--- src/rtl/alu_rr_arbiter.sv ---
// Round-robin arbiter sharing one pipelined ALU among NREQ requesters.
// Results are steered back to their issuer through a tag shift pipeline.
module alu_rr_arbiter #(
  parameter int NREQ    = 4,
  parameter int DW      = 8,
  parameter int OPW     = 4,
  parameter int ALU_LAT = 2
) (
  input  logic              clk,
  input  logic              reset,
  input  logic [NREQ-1:0]   req_valid,
  input  logic [NREQ*OPW-1:0] req_op,
  input  logic [NREQ*DW-1:0]  req_a,
  input  logic [NREQ*DW-1:0]  req_b,
  output logic [NREQ-1:0]   req_ready,
  input  logic              pause,
  output logic [OPW-1:0]    alu_instruction,
  output logic [DW-1:0]     alu_a,
  output logic [DW-1:0]     alu_b,
  input  logic [DW-1:0]     alu_result,
  output logic [NREQ-1:0]   rsp_valid,
  output logic [DW-1:0]     rsp_data,
  output logic              busy
);

  localparam int IDW = $clog2(NREQ);

  logic [IDW-1:0]     rr_ptr;
  logic               grant_any;
  logic [IDW-1:0]     grant_id;
  logic [IDW:0]       scan_idx;
  logic [ALU_LAT-1:0] tag_vld;
  logic [IDW-1:0]     tag_id [ALU_LAT];

  // Scan upward from rr_ptr; rr_ptr + k never exceeds 2*NREQ-2.
  always_comb begin
    grant_any = 1'b0;
    grant_id  = '0;
    scan_idx  = '0;
    for (int k = 0; k < NREQ; k++) begin
      scan_idx = {1'b0, rr_ptr} + (IDW+1)'(k);
      if (scan_idx >= (IDW+1)'(NREQ))
        scan_idx = scan_idx - (IDW+1)'(NREQ);
      if (!pause && !grant_any &&
          req_valid[scan_idx[IDW-1:0]]) begin
        grant_any = 1'b1;
        grant_id  = scan_idx[IDW-1:0];
      end
    end
  end

  always_comb begin
    req_ready       = '0;
    alu_instruction = '0;
    alu_a           = '0;
    alu_b           = '0;
    if (grant_any) begin
      req_ready[grant_id] = 1'b1;
      alu_instruction = req_op[grant_id*OPW +: OPW];
      alu_a           = req_a[grant_id*DW +: DW];
      alu_b           = req_b[grant_id*DW +: DW];
    end
  end

  always_ff @(posedge clk or negedge reset) begin
    if (!reset) begin
      rr_ptr <= '0;
    end else if (grant_any) begin
      if (grant_id == IDW'(NREQ-1))
        rr_ptr <= '0;
      else
        rr_ptr <= grant_id + 1'b1;
    end
  end

  always_ff @(posedge clk or negedge reset) begin
    if (!reset) begin
      tag_vld <= '0;
      for (int s = 0; s < ALU_LAT; s++)
        tag_id[s] <= '0;
    end else begin
      tag_vld[0] <= grant_any;
      tag_id[0]  <= grant_id;
      for (int s = 1; s < ALU_LAT; s++) begin
        tag_vld[s] <= tag_vld[s-1];
        tag_id[s]  <= tag_id[s-1];
      end
    end
  end

  always_comb begin
    rsp_valid = '0;
    if (tag_vld[ALU_LAT-1])
      rsp_valid[tag_id[ALU_LAT-1]] = 1'b1;
  end

  assign rsp_data = alu_result;
  assign busy     = |tag_vld;

endmodule

--- config.mk ---
export PLATFORM = sky130hd
export DESIGN_NAME = alu_rr_arbiter
export DESIGN_NICKNAME = d
export VERILOG_FILES = /design/src/rtl/alu_rr_arbiter.sv
export SDC_FILE = /design/constraint.sdc
export NUM_CORES = 1
export LEC_CHECK = 0
export ABC_AREA = 1
export BUFFER_PORTS_ARGS = -buffer_cell sky130_fd_sc_hd__buf_2
export CAP_MARGIN = 10
export CORE_MARGIN = 4
export CORE_UTILIZATION = 42
export CTS_BUF_LIST = sky130_fd_sc_hd__clkbuf_8
export CTS_CLUSTER_DIAMETER = 80
export DETAILED_ROUTE_END_ITERATION = 10
export HOLD_SLACK_MARGIN = 0.06
export PLACE_DENSITY = 0.88
export SYNTH_ARGS = -nofsm -noshare
export SYNTH_HDL_FRONTEND = slang
export SYNTH_SLANG_ARGS = --single-unit
--- constraint.sdc ---
create_clock -name clk -period 2.8 [get_ports clk]
set_clock_uncertainty 0.15 [all_clocks]
set_input_delay 0.56 -clock clk [delete_from_list [all_inputs] [get_ports clk]]
set_output_delay 0.56 -clock clk [all_outputs]
set_load 0.005 [all_outputs]
==> Implementation_results.wiki, run 1 <==
{| class="wikitable"
! Metric !! Value
|-
| Iteration-0 DRC count of the detailed router || 133
|-
| Arrival time reported for the critical path endpoint || 2240 ps
|-
| Post-synthesis register bit count || 8
|-
| Cell count after placement || 480
|-
| Result of the run || finished with violations
|-
| Required @ worst endpoint || 2090 ps
|-
| Buffer levels on the longest clock path || 2
|-
| Hpwl dp || 4979 um
|-
| DR vias/cell || 5.304
|-
| Initial core utilization || 44.21%
|-
| Peak ir drop on the vdd network || 690.9 uV
|-
| Sequence of cells on the critical path || buf_6 > nand2_2 > nand2_2 > nand2_2 > nand2_4 > nand4_4 > buf_4 > o21ai_2 > buf_4 > nand3_1 > nand3_1 > a21oi_2 > buf_2
|-
| Ratio of cells with drive above 1 in the final layout || 45.86%
|-
| Destination of the worst register-to-register timing path || rr_ptr[1]$_DFFE_PN0P_
|-
| Number of input and output port buffers inserted || 115
|-
| CTS root buf || clkbuf_8
|-
| Routed WL || 7137 um
|-
| Number of global-route vias before repair || 2316
|-
| Nets || 545
|-
| Clk_lat worst skew || 230 ps
|-
| Final period util || 105.4%
|-
| Endpoint of the worst hold-timing path || tag_id[0]$_DFF_PN0_
|-
| Max-cap violation count || 0
|-
| Detail-routed net length per standard cell || 14.36 um
|-
| Final number of setup-violating endpoints || 22
|-
| Clock input transition at the sequential cells of the worst setup and hold paths || 40 ps
|-
| Largest net degree at the start of global routing || 24
|-
| Worst path setup slack after routing || -150.2 ps
|-
| Leading area contributor after synthesis || nand3_1
|-
| Count of mapped cells out of synthesis || 327
|-
| Crit end category || output port
|-
| CP Max Fanout || 8
|-
| Largest cells by area after synthesis || nand3_1, inv_1, dfrtp_1
|-
| Total number of H-tree levels || 1
|-
| Most common library cell in the layout ignoring fill and taps || buf_2
|-
| Overall track demand over capacity in global routing || 22.93%
|-
| Syn Nets || 423
|-
| Routability-driven placement congestion ratio || 0.8548
|-
| Post-synthesis share of cell area spent on xor and xnor gates || 0%
|-
| Simple-gate share of the synthesized area || 54.16%
|-
| Hold slack final || 194.8 ps
|-
| Slew headroom || 73.74%
|-
| Commonest cells after routing, fill and taps aside || buf_2, nand3_1, inv_1, nand2_1, nand3b_1
|-
| Clock tree sinks || 8
|-
| Final count of pins violating max slew || 0
|-
| Filler-free cell count of the finished design || 497
|-
| Std cell rows || 23
|-
| Wire length of the first global-routing pass || 10120 um
|-
| Maximum cell stage delay along the critical path || 400 ps
|-
| Number of top-level pins || 132
|-
| Grt total ovfl || 0
|-
| Crit path max-delay cell type || dfrtp_1
|-
| First-pass detailed-route iteration total || 4
|-
| Die X || 73.59 um
|-
| PwrDens || 1171 mW/mm^2
|-
| Post-layout minimum cycle time || 2950 ps
|-
| Clock tree from TritonCTS || done
|-
| Critical Path Start Type || flop
|-
| Core ar. || 0.004086 sq mm
|-
| Layout area overhead || 58.10%
|-
| Count of cells along the worst register-to-register path || 13
|-
| Fraction of the mapped netlist area in compound gates || 8.033%
|-
| Flop-to-flop setup slack || 610 ps
|-
| Fraction of the mapped netlist area in adder cells || 0.6925%
|-
| Critical path type || flop to output port
|-
| Worst hold start || tag_id[2]$_DFF_PN0_
|-
| Multiplexer fraction of the synthesized cell area || 0%
|-
| Type of the tightest min-delay check || flop to flop
|-
| Distinct cell type count after synthesis || 26
|-
| Leak Pwr || 0.001734 uW
|-
| Combinational family with the most area after synthesis || simple AND/OR/NAND/NOR gates
|-
| Count of inserted antenna diode cells || 0
|-
| Unrepaired setup endpoints after global routing || yes
|-
| Synth Cell Area || 0.001807 sq mm
|-
| FMAX || 339.0 MHz
|-
| Overall via count from detail_route || 2636
|-
| Launch instance of the worst register-to-register path || rr_ptr[0]$_DFFE_PN0P_
|-
| Number of hold violations in the final report || 0
|-
| Pre-CTS setup slack || -25.96 ps
|-
| Residual antenna-violating net count after detailed routing || 0
|-
| CP most frequent cell || nand2_2
|-
| Die Area || 0.005415 sq mm
|-
| Count of cells along the worst hold path || 0
|-
| Cts bufs inserted || 3
|-
| Die H || 73.59 um
|-
| Antenna violations before repair || 0
|-
| Warnings from Yosys || 0
|-
| Number of design rule violations left after detail routing || 0
|-
| Measured slew at the worst slew-check pin || 390.8 ps
|-
| Fill cell instance count of the final layout || 343
|-
| Fraction of synthesized cell area taken by the top area cell type || 24.38%
|-
| Violations in the final reports || setup timing
|-
| Average size of a mapped cell || 5.525 sq um
|-
| Share of the yosys chip area belonging to registers || 11.08%
|}
-- through the flow --
step / total power, uW / utilization [%] / instance area, sq um / setup TNS [ps]
after floorplan: 1807 / - / 1807 / 0
after global placement: 2509 / 59.95 / 2450 / 0
after detailed placement: 2579 / 59.95 / 2450 / -31.32
after CTS: 2896 / 63.81 / 2608 / -653.1
after global routing: 3613 / 69.90 / 2856 / -4507
final: 3346 / 69.90 / 2856 / -2706
-- cell type report --
cell class	instances	area, sq um	share of cell area [%]
flip-flops and latches	8	201.4	7.052
inverters	74	282.8	9.899
clock buffers	3	41.29	1.445
well taps	50	62.56	2.190
repair buffers	147	945.9	33.11
multi-input cells	215	1323	46.30
-- state kept, by name, summed over array words and instances (netlist names) --
signal	cells
tag_id	4
rr_ptr	2
tag_vld	2
-- how the worst max path moves through the flow --
stage	cells past startpoint	endpoint	slack (ps)	startpoint
after detailed placement	14	alu_b[7]	-30	req_valid[3]
after floorplan	14	alu_a[0]	370	rr_ptr[0]$_DFFE_PN0P_
after global placement	14	alu_b[7]	50	req_valid[3]
final	13	alu_b[6]	-150	rr_ptr[0]$_DFFE_PN0P_
after CTS	12	alu_b[7]	-50	rr_ptr[0]$_DFFE_PN0P_
after global routing	13	alu_a[5]	-240	rr_ptr[0]$_DFFE_PN0P_
-- metal layers --
metal / vias up / GRT usage [%] / share of wire, %
met5: - / 0 / 0
met4: 0 / 7.847 / 2.6
met3: 21 / 2.462 / 8.1
met2: 140 / 41.34 / 53
met1: 1202 / 27.90 / 37
li1: 1273 / - / -
-- cells in the mapped netlist --
library cell,instances
a21oi_1,22
a31oi_1,1
buf_2,10
buf_4,14
buf_6,2
clkbuf_1,4
dfrtp_1,8
ha_1,1
inv_1,72
inv_2,2
nand2_1,49
nand2_2,11
nand2_4,2
nand3_1,88
nand3_2,2
nand3b_1,20
nand4_1,1
nand4_4,1
nor2_1,3
nor2_2,1
nor2_4,1
nor3_1,6
o21ai_0,1
o21ai_1,3
o21ai_2,1
or2_2,1
-- timing repair --
item	in CTS	in global routing
hold endpoints to repair	8	0
gates cloned	1	2
hold buffers	1	0
endpoints found under the setup margin	22	23
buffers inserted	5	5
gates resized for setup	18	45
pin swaps	11	11
-- cells by family after synthesis --
group           count (synthesis)
compound gates                 28
buf+inv                       104
simple gates                  186
flops                           8
fa+ha+maj                       1
-- where the power goes --
| group | switching (uW) | total, uW | internal (uW) |
|---|---|---|---|
| registers | 37.8 | 206 | 168 |
| logic | 1690 | 3000 | 1300 |
| clock network | 50.5 | 144 | 93.6 |
| total | 1780 | 3350 | 1560 |
-- critical path, delay by kind of cell (launching register included) --
family,cells,cell delay (ps)
flip-flops,1,400
AO/OA/AOI/OAI,2,290
AND/OR/NAND/NOR,7,610
buffers and inverters,4,690
Note: power is estimated with default switching activity, not from simulation.
==> inputs of run 2 (changes only) <==
- CORE_ASPECT_RATIO: not set -> 0.8
==> Implementation_results.wiki, run 2 (same netlist as run 1, synthesis figures left out) <==
{| class="wikitable"
! Metric !! Value
|-
| Overall power of the completed layout || 3313 uW (-0.99%)
|-
| Post-layout minimum cycle time || 2939 ps (-10.98 ps)
|-
| First-pass detailed-route iteration total || 5 (+1)
|-
| Required @ worst endpoint || 2090 ps (about the same)
|-
| DR vias/cell || 5.266 (-0.71%)
|-
| Largest net degree at the start of global routing || 21 (-13%)
|-
| CTS root buf || clkbuf_8
|-
| Residual antenna-violating net count after detailed routing || 0 (unchanged)
|-
| Worst path setup slack after routing || -139.3 ps (+10.98 ps)
|-
| Cts bufs inserted || 3 (unchanged)
|-
| Clk_lat worst skew || 220 ps (about the same)
|-
| Number of input and output port buffers inserted || 115 (unchanged)
|-
| Routability-driven placement congestion ratio || 0.8874 (+3.8%)
|-
| Hpwl dp || 4963 um (-0.32%)
|-
| Critical path type || flop to output port
|-
| Buffer levels on the longest clock path || 2 (unchanged)
|-
| Most common library cell in the layout ignoring fill and taps || buf_2
|-
| Total number of H-tree levels || 1 (unchanged)
|-
| Type of the tightest min-delay check || flop to flop
|-
| Clock input transition at the sequential cells of the worst setup and hold paths || 40 ps (about the same)
|-
| Number of top-level pins || 132 (unchanged)
|-
| Layout area overhead || 55.06%
|-
| Slew headroom || 75.70% (+2.0 points)
|-
| Grt total ovfl || 0 (unchanged)
|-
| PwrDens || 1183 mW/mm^2 (+0.96%)
|-
| Flop-to-flop setup slack || 610 ps (about the same)
|-
| Overall track demand over capacity in global routing || 22.10% (-0.83 points)
|-
| Antenna violations before repair || 0 (unchanged)
|-
| Iteration-0 DRC count of the detailed router || 172 (+29%)
|-
| Leak Pwr || 0.001711 uW (-1.3%)
|-
| Core ar. || 0.004178 sq mm (+2.2%)
|-
| Unrepaired setup endpoints after global routing || yes
|-
| Final period util || 105.0% (-0.39 points)
|-
| Clock tree sinks || 8 (unchanged)
|-
| Flip-flop count of the largest register, all copies and words added || 4 (unchanged)
|-
| Number of design rule violations left after detail routing || 0 (unchanged)
|-
| Ratio of cells with drive above 1 in the final layout || 45.56% (-0.31 points)
|-
| Register containing the most flip-flops in the final layout || tag_id
|-
| Nets || 548 (+0.55%)
|-
| Count of inserted antenna diode cells || 0 (unchanged)
|-
| Routed WL || 6932 um (-2.9%)
|-
| Number of global-route vias before repair || 2354 (+1.6%)
|-
| Initial core utilization || 43.25% (-0.97 points)
|-
| Top flop regs || tag_id (4), rr_ptr (2), tag_vld (2)
|-
| Number of hold violations in the final report || 0 (unchanged)
|-
| Wire length of the first global-routing pass || 9811 um (-3.0%)
|-
| Measured slew at the worst slew-check pin || 361.8 ps (-29.06 ps)
|-
| Std cell rows || 21 (-8.7%)
|-
| Crit end category || output port
|-
| Commonest cells after routing, fill and taps aside || buf_2, nand3_1, inv_1, nand2_1, nand3b_1
|-
| Overall via count from detail_route || 2670 (+1.3%)
|-
| Final number of setup-violating endpoints || 21 (-4.5%)
|-
| Critical Path Start Type || flop
|-
| Detail-routed net length per standard cell || 13.67 um (-4.8%)
|-
| Violations in the final reports || setup timing
|-
| CP Max Fanout || 19 (+11)
|-
| Die Area || 0.005422 sq mm (+0.13%)
|-
| Final count of pins violating max slew || 0 (unchanged)
|-
| Clock tree from TritonCTS || done
|-
| Max-cap violation count || 0 (unchanged)
|-
| Arrival time reported for the critical path endpoint || 2230 ps (about the same)
|-
| Die H || 66.67 um (-9.4%)
|-
| Die X || 81.33 um (+11%)
|-
| Result of the run || finished with violations
|-
| Pre-CTS setup slack || 32.38 ps (+58.34 ps)
|-
| FMAX || 340.2 MHz (+0.37%)
|-
| Peak ir drop on the vdd network || 614.2 uV (-11%)
|}
-- run 2: cell count changes in the layout (fill, tap and decap cells not counted), moves of 2 or more --
cell,change
nand3_1,+4
buf_8,-2
o21ai_2,+2
buf_6,+2
buf_12,-2
a21oi_1,-2
nand3_2,-5
buf_4,+2
buf_2,+4
a21oi_2,+2
-- run 2: critical path, cell delays in order (launching register included) --
cell and delay (ps):
dfrtp_1 410, buf_6 170, nand2_4 60, nand3_1 110, nand2_2 140, nand4_4 140
nor2_4 190, nand2_4 100, buf_12 160, nand3_1 90, nand3_1 100, a21oi_2 180
buf_2 130
-- run 2: per-layer routing --
layer | share of wire [%] | track usage [%]
met4 | 0.94 | 4.641
met2 | 49 | 40.14
met3 | 8.9 | 2.027
met5 | 0 | 0
met1 | 41 | 28.05
-- run 2: metrics by stage --
stage | std cells | hold WS, ps | TNS (ps) | utilization (%) | instance area, sq um
after global placement | 491 | 182.5 | 0 | 58.97 | 2464
final | 507 | 199.4 | -1435 | 67.06 | 2801
after floorplan | 327 | 114.4 | 0 | - | 1807
after CTS | 501 | 205.0 | -200.5 | 62.77 | 2623
after detailed placement | 491 | 196.5 | 0 | 58.97 | 2464
after global routing | 507 | 203.5 | -3711 | 67.06 | 2801
-- run 2: layout make-up --
| class | instances | area [sq um] |
|---|---|---|
| inverters | 74 | 282.8 |
| multi-input cells | 215 | 1296 |
| repair buffers | 150 | 908.4 |
| clock buffers | 3 | 41.29 |
| fillers | 394 | 1376 |
| flip-flops and latches | 8 | 201.4 |
| well taps | 57 | 71.32 |
-- run 2: where the power goes --
| group | leakage (uW) | internal, uW | total [uW] | switching, uW |
|---|---|---|---|---|
| Sequential | 0.0000974 | 169 | 210 | 41.2 |
| Combinational | 0.00159 | 1280 | 2970 | 1690 |
| Clock | 0.0000216 | 92.6 | 132 | 39.1 |
-- run 2: worst paths after layout --
check | start | end | depth (start not counted)
max | rr_ptr[0]$_DFFE_PN0P_ | alu_instruction[3] | 12
min | tag_id[3]$_DFF_PN0_ | tag_id[1]$_DFF_PN0_ | 0
max reg2reg | rr_ptr[0]$_DFFE_PN0P_ | rr_ptr[1]$_DFFE_PN0P_ | 12
min reg2reg | tag_id[3]$_DFF_PN0_ | tag_id[1]$_DFF_PN0_ | 0
max in group asynchronous | reset | rr_ptr[1]$_DFFE_PN0P_ | 2
min in group asynchronous | reset | tag_vld[0]$_DFF_PN0_ | 2
-- run 2: repair_timing --
item / in CTS / in global routing
gates resized for setup: 18 / 37
setup endpoints to repair: 21 / 23
hold endpoints to repair: 8 / 0
pin swaps: 7 / 11
hold buffers: 1 / 0
cloned: 1 / 2
setup buffers: 5 / 4
